File: config.mk
export PLATFORM = sky130hd
export DESIGN_NAME = ifmap_window_addr_gen_flat
export DESIGN_NICKNAME = d
export VERILOG_FILES = /design/src/rtl/ifmap_window_addr_gen_pkg.sv /design/src/rtl/ifmap_window_addr_gen_if.sv /design/src/rtl/ifmap_window_addr_gen_win_step_counter.sv /design/src/rtl/ifmap_window_addr_gen.sv /design/src/flat_wrapper.sv
export SDC_FILE = /design/constraint.sdc
export NUM_CORES = 1
export LEC_CHECK = 0
export CORE_MARGIN = 8
export CORE_UTILIZATION = 32
export CTS_CLUSTER_SIZE = 24
export DETAILED_ROUTE_END_ITERATION = 6
export GPL_TIMING_DRIVEN = 1
export SYNTH_ARGS = -nofsm -noshare
export SYNTH_HDL_FRONTEND = slang
export SYNTH_SLANG_ARGS = --single-unit
File: constraint.sdc
create_clock -name clk -period 5.15 [get_ports clk]
set_input_delay 1.545 -clock clk [delete_from_list [all_inputs] [get_ports clk]]
set_output_delay 1.545 -clock clk [all_outputs]
set_load 0.01 [all_outputs]
File: src/rtl/ifmap_window_addr_gen_pkg.sv
// Shared types and constants for the ifmap window read-address generator.
package ifmap_pkg;

    // Default field widths. The configuration shadow register is sized by
    // these, so no instance may use wider fields than the defaults.
    localparam int DEF_ADDR_W   = 8;
    localparam int DEF_LEN_W    = 8;
    localparam int DEF_ROWS_W   = 6;
    localparam int DEF_FILT_W   = 3;
    localparam int DEF_STRIDE_W = 2;

    typedef enum logic [1:0] {
        IDLE = 2'd0,
        LOAD = 2'd1,
        RUN  = 2'd2,
        FIN  = 2'd3
    } state_t;

    typedef struct packed {
        logic [DEF_ADDR_W-1:0]   base;
        logic [DEF_LEN_W-1:0]    row_len;
        logic [DEF_ROWS_W-1:0]   rows;
        logic [DEF_FILT_W-1:0]   filt;
        logic [DEF_STRIDE_W-1:0] stride;
    } cfg_t;

    // A job is rejected when it could never emit a complete window.
    function automatic logic cfg_rejected(input cfg_t c);
        logic bad;
        bad = (c.filt == '0) || (c.stride == '0) || (c.rows == '0) ||
              ((DEF_LEN_W+1)'(c.filt) > (DEF_LEN_W+1)'(c.row_len));
        return bad;
    endfunction

endpackage

File: src/rtl/ifmap_window_addr_gen_if.sv
// Read-address stream from the generator to the ifmap buffer.
interface ifmap_window_addr_gen_if #(
    parameter int ADDR_W = 8
) ();
    logic              addr_valid;
    logic              addr_ready;
    logic [ADDR_W-1:0] raddr;
    logic              win_first;
    logic              win_last;
    logic              row_last;

    modport master (
        output addr_valid, raddr, win_first, win_last, row_last,
        input  addr_ready
    );

    modport slave (
        input  addr_valid, raddr, win_first, win_last, row_last,
        output addr_ready
    );
endinterface

File: src/rtl/ifmap_window_addr_gen_win_step_counter.sv
// Nested tap-offset / window-head / row counter. The counters describe the
// next tap to be issued; step advances them by one tap.
module win_step_counter #(
    parameter int LEN_W    = 8,
    parameter int ROWS_W   = 6,
    parameter int FILT_W   = 3,
    parameter int STRIDE_W = 2
) (
    input  logic                clk,
    input  logic                rst,
    input  logic                clear,
    input  logic                step,
    input  logic [LEN_W-1:0]    row_len,
    input  logic [ROWS_W-1:0]   rows,
    input  logic [FILT_W-1:0]   filt,
    input  logic [STRIDE_W-1:0] stride,
    output logic [FILT_W-1:0]   off,
    output logic [LEN_W-1:0]    head,
    output logic                tap_first,
    output logic                tap_last,
    output logic                row_end,
    output logic                job_end
);

    logic [FILT_W-1:0] off_r;
    logic [LEN_W-1:0]  head_r;
    logic [ROWS_W-1:0] row_r;
    logic [LEN_W:0]    fit_sum_s;
    logic              fits_s;
    logic              tap_last_s;

    // Window-fit compare and last-tap/row/job flags for the current tap.
    always_comb begin
        fit_sum_s  = (LEN_W+1)'(head_r) + (LEN_W+1)'(stride) + (LEN_W+1)'(filt);
        fits_s     = (fit_sum_s <= (LEN_W+1)'(row_len));
        tap_last_s = (off_r == (filt - FILT_W'(1)));
    end

    assign off       = off_r;
    assign head      = head_r;
    assign tap_first = (off_r == '0);
    assign tap_last  = tap_last_s;
    assign row_end   = tap_last_s && !fits_s;
    assign job_end   = tap_last_s && !fits_s && (row_r == (rows - ROWS_W'(1)));

    // Advance off, then head by stride, then row; trailing elements that
    // cannot hold a full window are skipped by the fit compare.
    always_ff @(posedge clk) begin
        if (rst || clear) begin
            off_r  <= '0;
            head_r <= '0;
            row_r  <= '0;
        end else if (step) begin
            if (!tap_last_s) begin
                off_r <= off_r + FILT_W'(1);
            end else begin
                off_r <= '0;
                if (fits_s) begin
                    head_r <= head_r + LEN_W'(stride);
                end else begin
                    head_r <= '0;
                    row_r  <= row_r + ROWS_W'(1);
                end
            end
        end
    end

endmodule

File: src/rtl/ifmap_window_addr_gen.sv
// Ifmap buffer read-address generator: walks every filter window of every
// configured row and streams one address per tap.
module ifmap_window_addr_gen
    import ifmap_pkg::*;
#(
    parameter int ADDR_W   = DEF_ADDR_W,
    parameter int LEN_W    = DEF_LEN_W,
    parameter int ROWS_W   = DEF_ROWS_W,
    parameter int FILT_W   = DEF_FILT_W,
    parameter int STRIDE_W = DEF_STRIDE_W
) (
    input  logic                clk,
    input  logic                rst,
    input  logic                start,
    input  logic [ADDR_W-1:0]   cfg_base,
    input  logic [LEN_W-1:0]    cfg_row_len,
    input  logic [ROWS_W-1:0]   cfg_rows,
    input  logic [FILT_W-1:0]   cfg_filt,
    input  logic [STRIDE_W-1:0] cfg_stride,
    output logic                busy,
    output logic                done,
    output logic                cfg_err,
    ifmap_window_addr_gen_if.master rd
);

    state_t            state_r;
    cfg_t              cfg_r;
    cfg_t              live_cfg_s;
    cfg_t              src_cfg_s;
    logic              cfg_bad_s;
    logic              load_s;
    logic              clear_s;

    logic              valid_r;
    logic              busy_r;
    logic              done_r;
    logic              cfg_err_r;
    logic [ADDR_W-1:0] raddr_r;
    logic              win_first_r;
    logic              win_last_r;
    logic              row_last_r;
    logic              job_last_r;
    logic [ADDR_W-1:0] row_base_r;

    logic [ADDR_W-1:0]   base_src_s;
    logic [ADDR_W-1:0]   addr_s;
    logic [ADDR_W-1:0]   row_base_nxt_s;
    logic [LEN_W-1:0]    row_len_src_s;
    logic [ROWS_W-1:0]   rows_src_s;
    logic [FILT_W-1:0]   filt_src_s;
    logic [STRIDE_W-1:0] stride_src_s;

    logic [FILT_W-1:0] off_s;
    logic [LEN_W-1:0]  head_s;
    logic              tap_first_s;
    logic              tap_last_s;
    logic              row_end_s;
    logic              job_end_s;

    // Pack the live configuration inputs into the shadow-register layout.
    always_comb begin
        live_cfg_s         = '0;
        live_cfg_s.base    = DEF_ADDR_W'(cfg_base);
        live_cfg_s.row_len = DEF_LEN_W'(cfg_row_len);
        live_cfg_s.rows    = DEF_ROWS_W'(cfg_rows);
        live_cfg_s.filt    = DEF_FILT_W'(cfg_filt);
        live_cfg_s.stride  = DEF_STRIDE_W'(cfg_stride);
    end

    assign cfg_bad_s = cfg_rejected(live_cfg_s);

    // The first tap is issued from LOAD, before the shadow register holds the
    // job, so LOAD reads the live inputs and every later cycle the shadow.
    always_comb begin
        if (state_r == LOAD) begin
            src_cfg_s  = live_cfg_s;
            base_src_s = cfg_base;
        end else begin
            src_cfg_s  = cfg_r;
            base_src_s = row_base_r;
        end
    end

    assign row_len_src_s = LEN_W'(src_cfg_s.row_len);
    assign rows_src_s    = ROWS_W'(src_cfg_s.rows);
    assign filt_src_s    = FILT_W'(src_cfg_s.filt);
    assign stride_src_s  = STRIDE_W'(src_cfg_s.stride);

    // Decide when the output register takes the next tap.
    always_comb begin
        load_s  = 1'b0;
        clear_s = 1'b0;
        case (state_r)
            IDLE:    clear_s = 1'b1;
            LOAD:    load_s  = !cfg_bad_s;
            RUN:     load_s  = rd.addr_ready && !job_last_r;
            FIN:     clear_s = 1'b1;
            default: clear_s = 1'b1;
        endcase
    end

    win_step_counter #(
        .LEN_W    (LEN_W),
        .ROWS_W   (ROWS_W),
        .FILT_W   (FILT_W),
        .STRIDE_W (STRIDE_W)
    ) u_step (
        .clk       (clk),
        .rst       (rst),
        .clear     (clear_s),
        .step      (load_s),
        .row_len   (row_len_src_s),
        .rows      (rows_src_s),
        .filt      (filt_src_s),
        .stride    (stride_src_s),
        .off       (off_s),
        .head      (head_s),
        .tap_first (tap_first_s),
        .tap_last  (tap_last_s),
        .row_end   (row_end_s),
        .job_end   (job_end_s)
    );

    // Address sum wraps modulo the buffer depth; row base moves by row_len.
    always_comb begin
        addr_s = base_src_s + ADDR_W'(head_s) + ADDR_W'(off_s);
        if (row_end_s) begin
            row_base_nxt_s = base_src_s + ADDR_W'(row_len_src_s);
        end else begin
            row_base_nxt_s = base_src_s;
        end
    end

    // Job sequencing, shadow capture and the handshake/status registers.
    always_ff @(posedge clk) begin
        if (rst) begin
            state_r   <= IDLE;
            cfg_r     <= '0;
            valid_r   <= 1'b0;
            busy_r    <= 1'b0;
            done_r    <= 1'b0;
            cfg_err_r <= 1'b0;
        end else begin
            case (state_r)
                IDLE: begin
                    done_r    <= 1'b0;
                    cfg_err_r <= 1'b0;
                    if (start) begin
                        state_r <= LOAD;
                        busy_r  <= 1'b1;
                    end
                end
                LOAD: begin
                    cfg_r <= live_cfg_s;
                    if (cfg_bad_s) begin
                        state_r   <= FIN;
                        busy_r    <= 1'b0;
                        done_r    <= 1'b1;
                        cfg_err_r <= 1'b1;
                    end else begin
                        state_r <= RUN;
                        valid_r <= 1'b1;
                    end
                end
                RUN: begin
                    if (rd.addr_ready && job_last_r) begin
                        state_r <= FIN;
                        valid_r <= 1'b0;
                        busy_r  <= 1'b0;
                        done_r  <= 1'b1;
                    end
                end
                FIN: begin
                    state_r   <= IDLE;
                    done_r    <= 1'b0;
                    cfg_err_r <= 1'b0;
                end
                default: begin
                    state_r   <= IDLE;
                    valid_r   <= 1'b0;
                    busy_r    <= 1'b0;
                    done_r    <= 1'b0;
                    cfg_err_r <= 1'b0;
                end
            endcase
        end
    end

    // Output address/qualifier register; holds while the consumer stalls.
    always_ff @(posedge clk) begin
        if (rst) begin
            raddr_r     <= '0;
            win_first_r <= 1'b0;
            win_last_r  <= 1'b0;
            row_last_r  <= 1'b0;
            job_last_r  <= 1'b0;
            row_base_r  <= '0;
        end else if (load_s) begin
            raddr_r     <= addr_s;
            win_first_r <= tap_first_s;
            win_last_r  <= tap_last_s;
            row_last_r  <= row_end_s;
            job_last_r  <= job_end_s;
            row_base_r  <= row_base_nxt_s;
        end
    end

    assign rd.addr_valid = valid_r;
    assign rd.raddr      = raddr_r;
    assign rd.win_first  = win_first_r;
    assign rd.win_last   = win_last_r;
    assign rd.row_last   = row_last_r;
    assign busy          = busy_r;
    assign done          = done_r;
    assign cfg_err       = cfg_err_r;

endmodule

File: src/flat_wrapper.sv
// flat-port wrapper written by rule: the top's interface ports become plain ports
module ifmap_window_addr_gen_flat import ifmap_pkg::*;
#(
    parameter int ADDR_W   = DEF_ADDR_W,
    parameter int LEN_W    = DEF_LEN_W,
    parameter int ROWS_W   = DEF_ROWS_W,
    parameter int FILT_W   = DEF_FILT_W,
    parameter int STRIDE_W = DEF_STRIDE_W
)
  (clk, rst, start, cfg_base, cfg_row_len, cfg_rows, cfg_filt, cfg_stride, busy, done, cfg_err, rd_addr_valid, rd_raddr, rd_win_first, rd_win_last, rd_row_last, rd_addr_ready);
  ifmap_window_addr_gen_if #(.ADDR_W(ADDR_W)) rd_i ();
  input  logic clk;
  input  logic rst;
  input  logic start;
  input  logic [ADDR_W-1:0] cfg_base;
  input  logic [LEN_W-1:0] cfg_row_len;
  input  logic [ROWS_W-1:0] cfg_rows;
  input  logic [FILT_W-1:0] cfg_filt;
  input  logic [STRIDE_W-1:0] cfg_stride;
  output logic busy;
  output logic done;
  output logic cfg_err;
  output wire logic [$bits(rd_i.addr_valid)-1:0] rd_addr_valid;
  output wire logic [$bits(rd_i.raddr)-1:0] rd_raddr;
  output wire logic [$bits(rd_i.win_first)-1:0] rd_win_first;
  output wire logic [$bits(rd_i.win_last)-1:0] rd_win_last;
  output wire logic [$bits(rd_i.row_last)-1:0] rd_row_last;
  input wire logic [$bits(rd_i.addr_ready)-1:0] rd_addr_ready;
  assign rd_addr_valid = rd_i.addr_valid;
  assign rd_raddr = rd_i.raddr;
  assign rd_win_first = rd_i.win_first;
  assign rd_win_last = rd_i.win_last;
  assign rd_row_last = rd_i.row_last;
  assign rd_i.addr_ready = rd_addr_ready;
  ifmap_window_addr_gen #(.ADDR_W(ADDR_W), .LEN_W(LEN_W), .ROWS_W(ROWS_W), .FILT_W(FILT_W), .STRIDE_W(STRIDE_W)) u_core (.clk(clk), .rst(rst), .start(start), .cfg_base(cfg_base), .cfg_row_len(cfg_row_len), .cfg_rows(cfg_rows), .cfg_filt(cfg_filt), .cfg_stride(cfg_stride), .busy(busy), .done(done), .cfg_err(cfg_err), .rd(rd_i));
endmodule
==> flow_summary_export.csv <==
group,metric,value,unit
outcome,status,"finished, violations left",
outcome,violations,"negative setup slack",
setup_path,worstReg2RegEnd,"u_core.u_step.row_r[5]$_SDFFE_PP0P_",
yosys,syn_inst,474,
timing,final-setup-viol-count,2,
die,core-area,0.01262,mm2
detailed_routing,wirelength,11000,um
setup_path,ff2ff_setup_slack,260,ps
yosys,yosys_warnings,0,
layout,drive_gt1_frac,0.1434,
yosys,synth_top_flop_cell,"dfxtp_1",
yosys,syn_area,0.004138,mm2
setup_path,path_cells,"buf_6, mux2_4, fa_1, ha_2, inv_2, fa_2, nor2b_4, nor2_1, nor2_1, xor2_1, ha_1, and3_4, o2111ai_2, o2bb2ai_2, and2_4, or4_4, or3_1, a21oi_1",
clock_network,numCtsBuffers,9,
setup_path,crit_family,"simple AND/OR/NAND/NOR gates",
grt,track_usage,0.1362,
job,cap_violations,0,
setup_path,startpoint_type,"input port",
timing,tightest_slew,634.6,ps
yosys,synth_top_cell_area_share,0.3000,
setup_path,cp_slowest_cell,"or4_4",
power_and_ir_drop,leakagePower,2.179,nW
setup_path,worstRegToRegCells,19,
yosys,yosys-top-cells-area,"dfxtp_1, ha_1, mux2i_1",
power_and_ir_drop,ir_worst_vdd,0.1703,mV
setup_path,crit_top_cell,"nor2_1",
layout,fin_util,0.4220,
grt,grt_pass1_vias,3817,
timing,maxSlewViolCount,0,
timing,fin_crit_sh,1.010,
timing,finalHoldViolCount,0,
clock_network,cts_tree,"built",
detailed_routing,vias_per_cell,4.964,
placed_design,dp_hpwl,8577,um
setup_path,crit_buf_inv,2,
grt,grt_max_degree,44,
setup_path,cp.arrival,5450,ps
detailed_routing,first_pass_iters,4,
clock_network,clock-sinks,62,
clock_network,cts_root_buffer,"clkbuf_16",
yosys,synth_cell_types,50,
die,start_util,0.3279,
detailed_routing,wire_per_inst,15.37,um
layout,multi_input_area,0.002773,mm2
setup_path,endpoint,"u_core.u_step.row_r[5]$_SDFFE_PP0P_",
setup_path,crit_start,"cfg_stride[1]",
grt,grt_pass1_wl,17960,um
clock_network,clockBufferDepth,2,
setup_path,worst_path_largest_cell_delay,540,ps
setup_path,r2r-start,"u_core.state_r[1]$_SDFFE_PP0P_",
timing,setup_tns,-53.15,ps
layout,n_fill_cell,1281,
setup_path,path_max_fanout,6,
clock_network,cts.clk_slew.worst_paths,50,ps
setup_path,path_class,"in -> reg",
detailed_routing,drtIter0Drc,152,
timing,period_minus_slack,5203,ps
layout,layout.nets,623,
timing,rsz0062_at_grt,"yes",
detailed_routing,ant_nets,0,
die,dieArea,0.01682,mm2
die,die_w,129.7,um
layout,n_antenna_cell,0,
worst_hold_path,min_path_type,"reg -> reg",
setup_path,path_depth,18,
worst_hold_path,min_path_cells,2,
clock_network,h-tree-depth,3,
clock_network,ctsHoldBuffers,0,
setup_path,cp.required,5400,ps
placed_design,dpl_worst_slack,-731.0,ps
yosys,ys_ff_latch,62,
yosys,ys_seq_area_frac,0.3000,
die,ioPinCount,46,
detailed_routing,vias,3554,
grt,grt-ovfl-total,0,
layout,regArea,0.001241,mm2
timing,worst_slack,-53.11,ps
grt,antenna_found_initial,0,
yosys,synth_top_area_cell,"dfxtp_1",
timing,fmax,192.2,MHz
yosys,synth_area_per_cell,8.729,um2
timing,skew,7.408,ps
die,rows,41,
yosys,synth_edf_count,0,
power_and_ir_drop,p_per_area,480.8,mW/mm2
yosys,syn_nets,557,
layout,areaGrowthSynthToFinish,28.70,%
detailed_routing,drcViolationCount,0,
placed_design,gp_congestion,0.8521,
die,die-height,129.7,um
setup_path,end_kind,"flop",
timing,slew_headroom,0.5759,
clock_network,clock_latency,340,ps
yosys,async_flop_share,0,
placed_design,io_buffers,45,
stage by stage:
step / cell area [um2] / total power, mW / instances / hold WS, ps
3_5_place_dp: 4881 / 1.878 / 695 / 447.0
4_1_cts: 5204 / 2.515 / 712 / 454.3
2_1_floorplan: 4139 / 1.515 / 474 / 431.3
3_3_place_gp: 4881 / 1.840 / 695 / 443.1
5_1_grt: 5325 / 2.753 / 716 / 474.7
6_report: 5325 / 2.560 / 716 / 452.4
state kept, by name, indices dropped and copies added (netlist names), 2 cells and up:
register             cells
u_core.rd.raddr          8
u_core.u_step.row_r      6
u_core.cfg_r            19
u_core.u_step.off        3
u_core.u_step.head       8
u_core.row_base_r        8
u_core.state_r           2
Yosys cell counts (2+ instances only):
master,n
mux2_2,10
xnor2_1,26
nand3_1,15
a21oi_1,35
inv_1,40
nor2_1,48
nor3b_1,2
nor2b_1,4
and3_1,4
nor4_1,6
and2_1,3
or3_1,3
o21bai_1,3
fa_1,9
dfxtp_1,62
nand2b_1,4
a211oi_1,8
buf_2,6
a21o_1,6
nor3_1,21
o21ai_0,12
nand4_1,6
nand2_1,24
mux2i_1,28
ha_1,43
clkbuf_1,9
nand3_2,2
xor2_1,11
o211ai_1,3
report_power, final:
group,internal (mW),switching [mW]
Combinational,0.617,0.751
Sequential,0.560,0.0397
Clock,0.370,0.222
cells in the final DEF, fill, tap and decap left out, types with 3 or more instances in the layout:
| master | count |
|---|---|
| buf_6 | 3 |
| a211oi_1 | 8 |
| nand4_1 | 6 |
| nand2_1 | 24 |
| nor2_1 | 47 |
| o21ai_0 | 12 |
| clkdlybuf4s50_1 | 40 |
| xor2_1 | 11 |
| xnor2_1 | 26 |
| nor2b_1 | 3 |
| mux2_2 | 9 |
| dfxtp_1 | 62 |
| inv_1 | 39 |
| clkbuf_16 | 9 |
| a21oi_1 | 32 |
| ha_1 | 40 |
| mux2i_1 | 27 |
| nor3_1 | 21 |
| and3_1 | 3 |
| o21bai_1 | 3 |
| nor4_1 | 5 |
| fa_1 | 8 |
| o211ai_1 | 3 |
| nand2b_1 | 4 |
| a21o_1 | 6 |
| buf_4 | 24 |
| nand3_1 | 15 |
per-layer routing:
| layer | part of all wire | global-route usage | up-vias |
|---|---|---|---|
| met1 | 0.42 | 0.1421 | 1687 |
| met3 | 0.046 | 0.04080 | 27 |
| li1 | - | - | 1782 |
| met2 | 0.50 | 0.2429 | 58 |
| met5 | 0 | 0 | - |
| met4 | 0.032 | 0.07172 | 0 |
worst min-delay path by stage:
| stage | from | endpoint | slack (ps) |
|---|---|---|---|
| detailed placement | u_core.row_base_r[1]$_SDFFE_PP0P_ | u_core.row_base_r[1]$_SDFFE_PP0P_ | 450 |
| finish | u_core.rd.raddr[4]$_SDFFE_PP0P_ | u_core.rd.raddr[4]$_SDFFE_PP0P_ | 450 |
| floorplan | u_core.row_base_r[1]$_SDFFE_PP0P_ | u_core.row_base_r[1]$_SDFFE_PP0P_ | 430 |
| global route | u_core.rd.raddr[4]$_SDFFE_PP0P_ | u_core.rd.raddr[4]$_SDFFE_PP0P_ | 470 |
| global placement | u_core.row_base_r[1]$_SDFFE_PP0P_ | u_core.row_base_r[1]$_SDFFE_PP0P_ | 440 |
| CTS | u_core.row_base_r[1]$_SDFFE_PP0P_ | u_core.row_base_r[1]$_SDFFE_PP0P_ | 450 |
tightest hold or removal path, delay by kind of cell, from the launching register on:
kind / cells / cell delay (ps)
flops: 1 / 300
simple gates: 1 / 50
compound gates: 1 / 50
final cells by class:
type | instances | area share
tap | 172 | 0.04041
clock inverter | 6 | 0.01198
inverter | 41 | 0.02890
multi-input combinational | 355 | 0.5207
clock buffer | 9 | 0.04229
timing repair buffer | 71 | 0.1227
sequential | 62 | 0.2331
kinds of logic (layout without fill, tap and decap cells):
family,after synthesis,after routing,share of synthesized area
AOI/OAI and AO/OA,79,79,0.1197
xor gates and xnor gates,37,37,0.07832
adders and majority gates,52,52,0.1736
buffers and inverters,57,127,0.05533
DFF,62,62,0.3000
muxes,39,39,0.09828
and+or+nand+nor,148,148,0.1748
repair_timing:
action | 4_1_cts | 5_1_grt
setup buffers | 2 | 4
endpoints found under the setup margin | 23 | 23
pin swaps | 8 | 18
hold endpoints to repair | 0 | 0
gates resized for setup | 10 | 24
Note: power is estimated with default switching activity, not from simulation.
